### src/rtl/cache_ctrl.sv
// Sequencing controller for a direct-mapped, write-back, write-allocate cache
// array: services hits, writes back dirty victims and refills lines on misses.
module cache_ctrl #(
    parameter int ADDR_BITS        = 32,
    parameter int WORD_BITS        = 32,
    parameter int WORD_BYTES_WIDTH = 2,
    parameter int LINE_WORDS_WIDTH = 2,
    parameter int LINE_INDEX_WIDTH = 6,
    parameter int TAG_BITS         = ADDR_BITS - LINE_INDEX_WIDTH - LINE_WORDS_WIDTH - WORD_BYTES_WIDTH
) (
    input  logic                 clk,
    input  logic                 rst,
    input  logic                 cpu_req,
    input  logic                 cpu_we,
    input  logic [ADDR_BITS-1:0] cpu_addr,
    input  logic [WORD_BITS-1:0] cpu_din,
    output logic [WORD_BITS-1:0] cpu_dout,
    output logic                 cpu_ack,
    output logic                 cpu_stall,
    output logic [ADDR_BITS-1:0] cache_addr,
    output logic                 cache_store,
    output logic                 cache_edit,
    output logic                 cache_invalid,
    output logic [WORD_BITS-1:0] cache_din,
    input  logic                 cache_hit,
    input  logic [WORD_BITS-1:0] cache_dout,
    input  logic                 cache_valid,
    input  logic                 cache_dirty,
    input  logic [TAG_BITS-1:0]  cache_tag,
    output logic                 mem_cs,
    output logic                 mem_we,
    output logic [ADDR_BITS-1:0] mem_addr,
    output logic [WORD_BITS-1:0] mem_dout,
    input  logic [WORD_BITS-1:0] mem_din,
    input  logic                 mem_ack
);
    localparam int IDX_LSB = LINE_WORDS_WIDTH + WORD_BYTES_WIDTH;
    localparam logic [LINE_WORDS_WIDTH-1:0] LAST_K = '1;

    typedef enum logic [2:0] {
        S_IDLE, S_TAG, S_WB_RD, S_WB_WR, S_ALLOC, S_RWAIT
    } state_t;

    state_t                      r_state;
    logic [LINE_WORDS_WIDTH-1:0] r_k;
    logic [ADDR_BITS-1:0]        r_addr;
    logic                        r_we;
    logic [WORD_BITS-1:0]        r_din;
    logic [WORD_BITS-1:0]        r_dout;
    logic [TAG_BITS-1:0]         r_vtag;
    logic                        r_ack;

    logic [TAG_BITS-1:0]         w_atag;
    logic [LINE_INDEX_WIDTH-1:0] w_idx;
    logic [ADDR_BITS-1:0]        w_alloc_addr;
    logic [ADDR_BITS-1:0]        w_wb_addr;
    logic                        w_hit_store;
    logic                        w_fill;

    assign w_atag       = r_addr[ADDR_BITS-1 -: TAG_BITS];
    assign w_idx        = r_addr[IDX_LSB +: LINE_INDEX_WIDTH];
    assign w_alloc_addr = {w_atag, w_idx, r_k, {WORD_BYTES_WIDTH{1'b0}}};
    assign w_wb_addr    = {r_vtag, w_idx, r_k, {WORD_BYTES_WIDTH{1'b0}}};

    // Array strobes fire in the deciding cycle so they pair with the address
    // presented in that same cycle; reset suppresses them immediately.
    assign w_hit_store = !rst && (r_state == S_TAG) && cache_hit && r_we;
    assign w_fill      = !rst && (r_state == S_ALLOC) && mem_ack;

    assign cpu_ack       = r_ack;
    assign cpu_dout      = r_dout;
    assign cpu_stall     = (r_state != S_IDLE);
    assign cache_store   = w_fill;
    assign cache_edit    = w_hit_store;
    assign cache_invalid = 1'b0;
    assign cache_din     = w_fill ? mem_din : (w_hit_store ? r_din : '0);

    assign mem_cs   = (r_state == S_WB_WR) || (r_state == S_ALLOC);
    assign mem_we   = (r_state == S_WB_WR);
    assign mem_dout = (r_state == S_WB_WR) ? cache_dout : '0;

    always_comb begin
        cache_addr = cpu_addr;
        mem_addr   = '0;
        case (r_state)
            S_TAG, S_RWAIT:   cache_addr = r_addr;
            S_WB_RD:          cache_addr = w_wb_addr;
            S_WB_WR: begin
                cache_addr = w_wb_addr;
                mem_addr   = w_wb_addr;
            end
            S_ALLOC: begin
                cache_addr = w_alloc_addr;
                mem_addr   = w_alloc_addr;
            end
            default:          cache_addr = cpu_addr;
        endcase
    end

    always_ff @(posedge clk) begin
        if (rst) begin
            r_state <= S_IDLE;
            r_k     <= '0;
            r_addr  <= '0;
            r_we    <= 1'b0;
            r_din   <= '0;
            r_dout  <= '0;
            r_vtag  <= '0;
            r_ack   <= 1'b0;
        end else begin
            r_ack <= 1'b0;
            case (r_state)
                S_IDLE: begin
                    if (cpu_req) begin
                        r_addr  <= cpu_addr;
                        r_we    <= cpu_we;
                        r_din   <= cpu_din;
                        r_state <= S_TAG;
                    end
                end
                S_TAG: begin
                    if (cache_hit) begin
                        r_ack <= 1'b1;
                        if (!r_we) r_dout <= cache_dout;
                        r_state <= S_IDLE;
                    end else begin
                        r_k <= '0;
                        if (cache_valid && cache_dirty) begin
                            r_vtag  <= cache_tag;
                            r_state <= S_WB_RD;
                        end else begin
                            r_state <= S_ALLOC;
                        end
                    end
                end
                S_WB_RD: r_state <= S_WB_WR;
                S_WB_WR: begin
                    if (mem_ack) begin
                        r_k     <= r_k + 1'b1;
                        r_state <= (r_k == LAST_K) ? S_ALLOC : S_WB_RD;
                    end
                end
                S_ALLOC: begin
                    if (mem_ack) begin
                        r_k <= r_k + 1'b1;
                        if (r_k == LAST_K) r_state <= S_RWAIT;
                    end
                end
                // A re-check miss (line invalidated meanwhile) simply re-enters the miss path.
                S_RWAIT: r_state <= S_TAG;
                default: r_state <= S_IDLE;
            endcase
        end
    end
endmodule
### config.mk
export PLATFORM = sky130hd
export DESIGN_NAME = cache_ctrl
export DESIGN_NICKNAME = d
export VERILOG_FILES = /design/src/rtl/cache_ctrl.sv
export SDC_FILE = /design/constraint.sdc
export NUM_CORES = 1
export LEC_CHECK = 0
export CORE_ASPECT_RATIO = 1.5
export CORE_UTILIZATION = 42
export CTS_CLUSTER_DIAMETER = 150
export DETAILED_ROUTE_END_ITERATION = 8
export GPL_ROUTABILITY_DRIVEN = 1
export HOLD_SLACK_MARGIN = 0.15
export PLACE_DENSITY_LB_ADDON = 0.05
export RECOVER_POWER = 50
export SLEW_MARGIN = 20
export SYNTH_ARGS = -nofsm -noshare
export SYNTH_HDL_FRONTEND = slang
export SYNTH_SLANG_ARGS = --single-unit
### constraint.sdc
create_clock -name clk -period 2.3 [get_ports clk]
set_clock_uncertainty 0.15 [all_clocks]
set_input_delay 0.46 -clock clk [delete_from_list [all_inputs] [get_ports clk]]
set_output_delay 0.46 -clock clk [all_outputs]
set_load 0.005 [all_outputs]
==> impl_results.md <==
- Num ports: 325
- Largest net degree at the start of global routing: 180
- Total Routed Length: 28.0 mm
- Crit path kind: flop to output port
- Fraction of registers with async set/reset: 0
- Status: finished with violations
- Vias per inst: 5.34
- Pwr dens: 543 mW/mm^2
- Clk sink count: 125
- Share of cells above drive strength 1: 0.342
- # DRC: 0
- Mapped Area: 0.00686 mm^2
- Vias in the first global route: 7295
- Layout area overhead: 79.5%
- Crit path to: cache_din[24]
- Power, Total: 6.68 mW
- First DRT Iteration DRCs: 426
- Clock latency on the worst-skew pair: 0.40 ns
- Core Box Area: 0.0158 mm^2
- Die area: 0.0169 mm^2
- Routed wire per std cell: 19.4 um
- # Max-Cap Violations: 0
- Reg2reg start: r_state[2]
- Final GP Congestion: 0.821
- Clock root cell: clkbuf_16
- CP max FO: 8
- DR vias: 7710
- Crit end category: output port
- Synth area leader: dfxtp_1
- Ys flop type: dfxtp_1
- Leakage: 5.22 nW
- Placed cells: 1316
- GRT overflow: 0
- I/O Buffers: 321
- FF-to-FF setup slack: 0.14 ns
- F_max: 0.387 GHz
- Tmin final: 2.58 ns
- Pins Over Slew Limit: 0
- Global-route wire length before repair: 38.8 mm
- CTS H-Tree Depth: 4
- Hold Buf Count CTS: 0
- Cell count after synthesis: 796
- Crit start category: flop
- Peak supply drop: 460 uV
- Hold Vio Cnt, Final: 0
- Detailed Place HPWL: 15.7 mm
- Clock transition at path regs: 0.06 ns
- Post-synth cell types: 43
- Total track usage: 0.298
- Finished Layout Cells: 1444
- Synth top area share: 0.365
- Post-route ant nets: 0
- EDFF count, synth: 0
- Starting Density: 0.433
- Placement Setup Slack: -0.509 ns
- Die W: 106 um
- Ys Warns: 0
- Slew HR: 0.586
- WP data required: 1.69 ns
- Worst-Margin Slew: 0.621 ns
- Unrepaired setup endpoints after global routing: yes
- R2r worst-path depth: 9
- Setup violators final: 128
- Die Ht: 159 um
- Register area share after synthesis: 0.365
- Synth area leaders: dfxtp_1, nand2b_1, mux2i_1
- Antenna Cells: 0
- Crit path from: r_state[2]
- Initial antenna violation count: 0
- R2r endpoint: r_k[0]
- Crit path setup slack, layout: -0.284 ns
- Nets: 1387
- Hold Crit Class: flop to flop
- Num CTS Buffers: 17
- Hold slack: 0.308 ns
- Site row count: 56
- TritonCTS clock tree: built
- Critical Path AT: 1.97 ns
- Syn_area_per_cell: 8.62 um^2
- First drt pass iteration count: 5
- Failing checks: setup timing
- Synthesized flop and latch total: 125
- Period utilization: 1.12
- Max Buffers Root-to-Sink: 2
- Setup TNS: -20.74 ns
## metrics by stage
step                utilization  instance area [um^2]
floorplan                     -                  6870
global placement          0.668                 10600
detailed placement        0.668                 10600
CTS                       0.755                 12000
global route              0.778                 12300
finish                    0.778                 12300
## layout make-up
cell class,instances,area [um^2]
timing repair buffer,483,4610
multi-input combinational,599,4300
fill,1139,3520
sequential,125,2510
clock buffer,19,443
tap,203,254
clock inverter,13,189
inverter,2,7.51
## cell usage after synthesis (2+ instances only)
library cell / count
and3_1: 2
a22o_1: 56
inv_1: 2
buf_6: 10
and3b_1: 3
clkbuf_1: 27
buf_2: 28
mux2_2: 29
nand2b_1: 111
a21oi_1: 68
buf_4: 9
nor2b_1: 9
a22oi_1: 28
dfxtp_1: 125
nor4b_4: 3
nor2_1: 4
o21ai_0: 23
nand2_1: 140
mux2i_1: 63
and2_1: 33
## layout by cell type, fill, tap and decap left out, types with 4 or more instances in the layout
master and n:
nand2_1 135, a22o_1 56, o21ai_2 7, buf_16 4, clkbuf_2 27, clkbuf_16 20
a22oi_2 17, buf_6 95, buf_8 8, o21ai_1 16, nor2b_1 8, nor4b_4 4
and2_4 22, clkdlybuf4s50_1 188, mux2_4 24, a21oi_1 68, nand2_2 4, buf_2 72
dfxtp_1 122, buf_4 67, a22oi_1 11, nand2b_1 111, bufinv_16 4, buf_12 16
mux2_2 5, mux2i_1 62, and2_1 11
## registers in the layout (all words and copies together), names as in the netlist
signal,count
cpu_ack,1
r_addr,32
r_we,1
r_vtag,22
r_k,2
r_din,32
r_state,3
cpu_dout,32
## timing repair
action,CTS,global route
hold endpoints to repair,0,0
cloned,14,4
setup buffers,62,47
pin swaps,39,51
endpoints found under the setup margin,131,131
resized for setup,543,182
## worst min-delay path by stage
stage	startpoint	depth (start not counted)	to	slack [ns]
final	r_din[27]	2	r_din[27]	0.31
after global routing	r_din[3]	2	r_din[3]	0.32
after CTS	r_din[25]	2	r_din[25]	0.31
after detailed placement	r_addr[1]	2	r_addr[1]	0.30
after global placement	r_addr[0]	2	r_addr[0]	0.29
after floorplan	r_addr[2]	2	r_addr[2]	0.28
## critical path, stage by stage, from the launching register on
cell and delay [ns]:
dfxtp_4 0.37, buf_4 0.20, nor4b_4 0.30, buf_4 0.19
buf_12 0.11, buf_6 0.09, buf_6 0.09, a22o_1 0.11
clkbuf_2 0.10
## logic make-up (layout without fill, tap and decap cells)
family	after synthesis	in the layout	share of synthesized area
adders and majority gates	1	1	0.00182
muxes	92	92	0.140
other	1	3	0.000547
DFF	125	125	0.365
and+or+nand+nor	317	319	0.251
buffers and inverters	76	517	0.0626
AOI/OAI and AO/OA	184	184	0.180
## metal layers
metal | share of wire | wire [um] | vias up | global-route usage
li1 | - | - | 3624 | -
met4 | 0.045 | 1270 | 0 | 0.147
met3 | 0.059 | 1640 | 80 | 0.0675
met2 | 0.54 | 15000 | 321 | 0.567
met5 | 0 | 0 | - | 0
met1 | 0.36 | 10100 | 3685 | 0.301
## report_power, final
part	leakage, nW	internal, mW	switching [mW]
Combinational	3.89	0.824	0.590
Sequential	1.02	2.28	0.0937
Clock	0.304	1.85	1.04
Power figures use the tool's default switching activity.
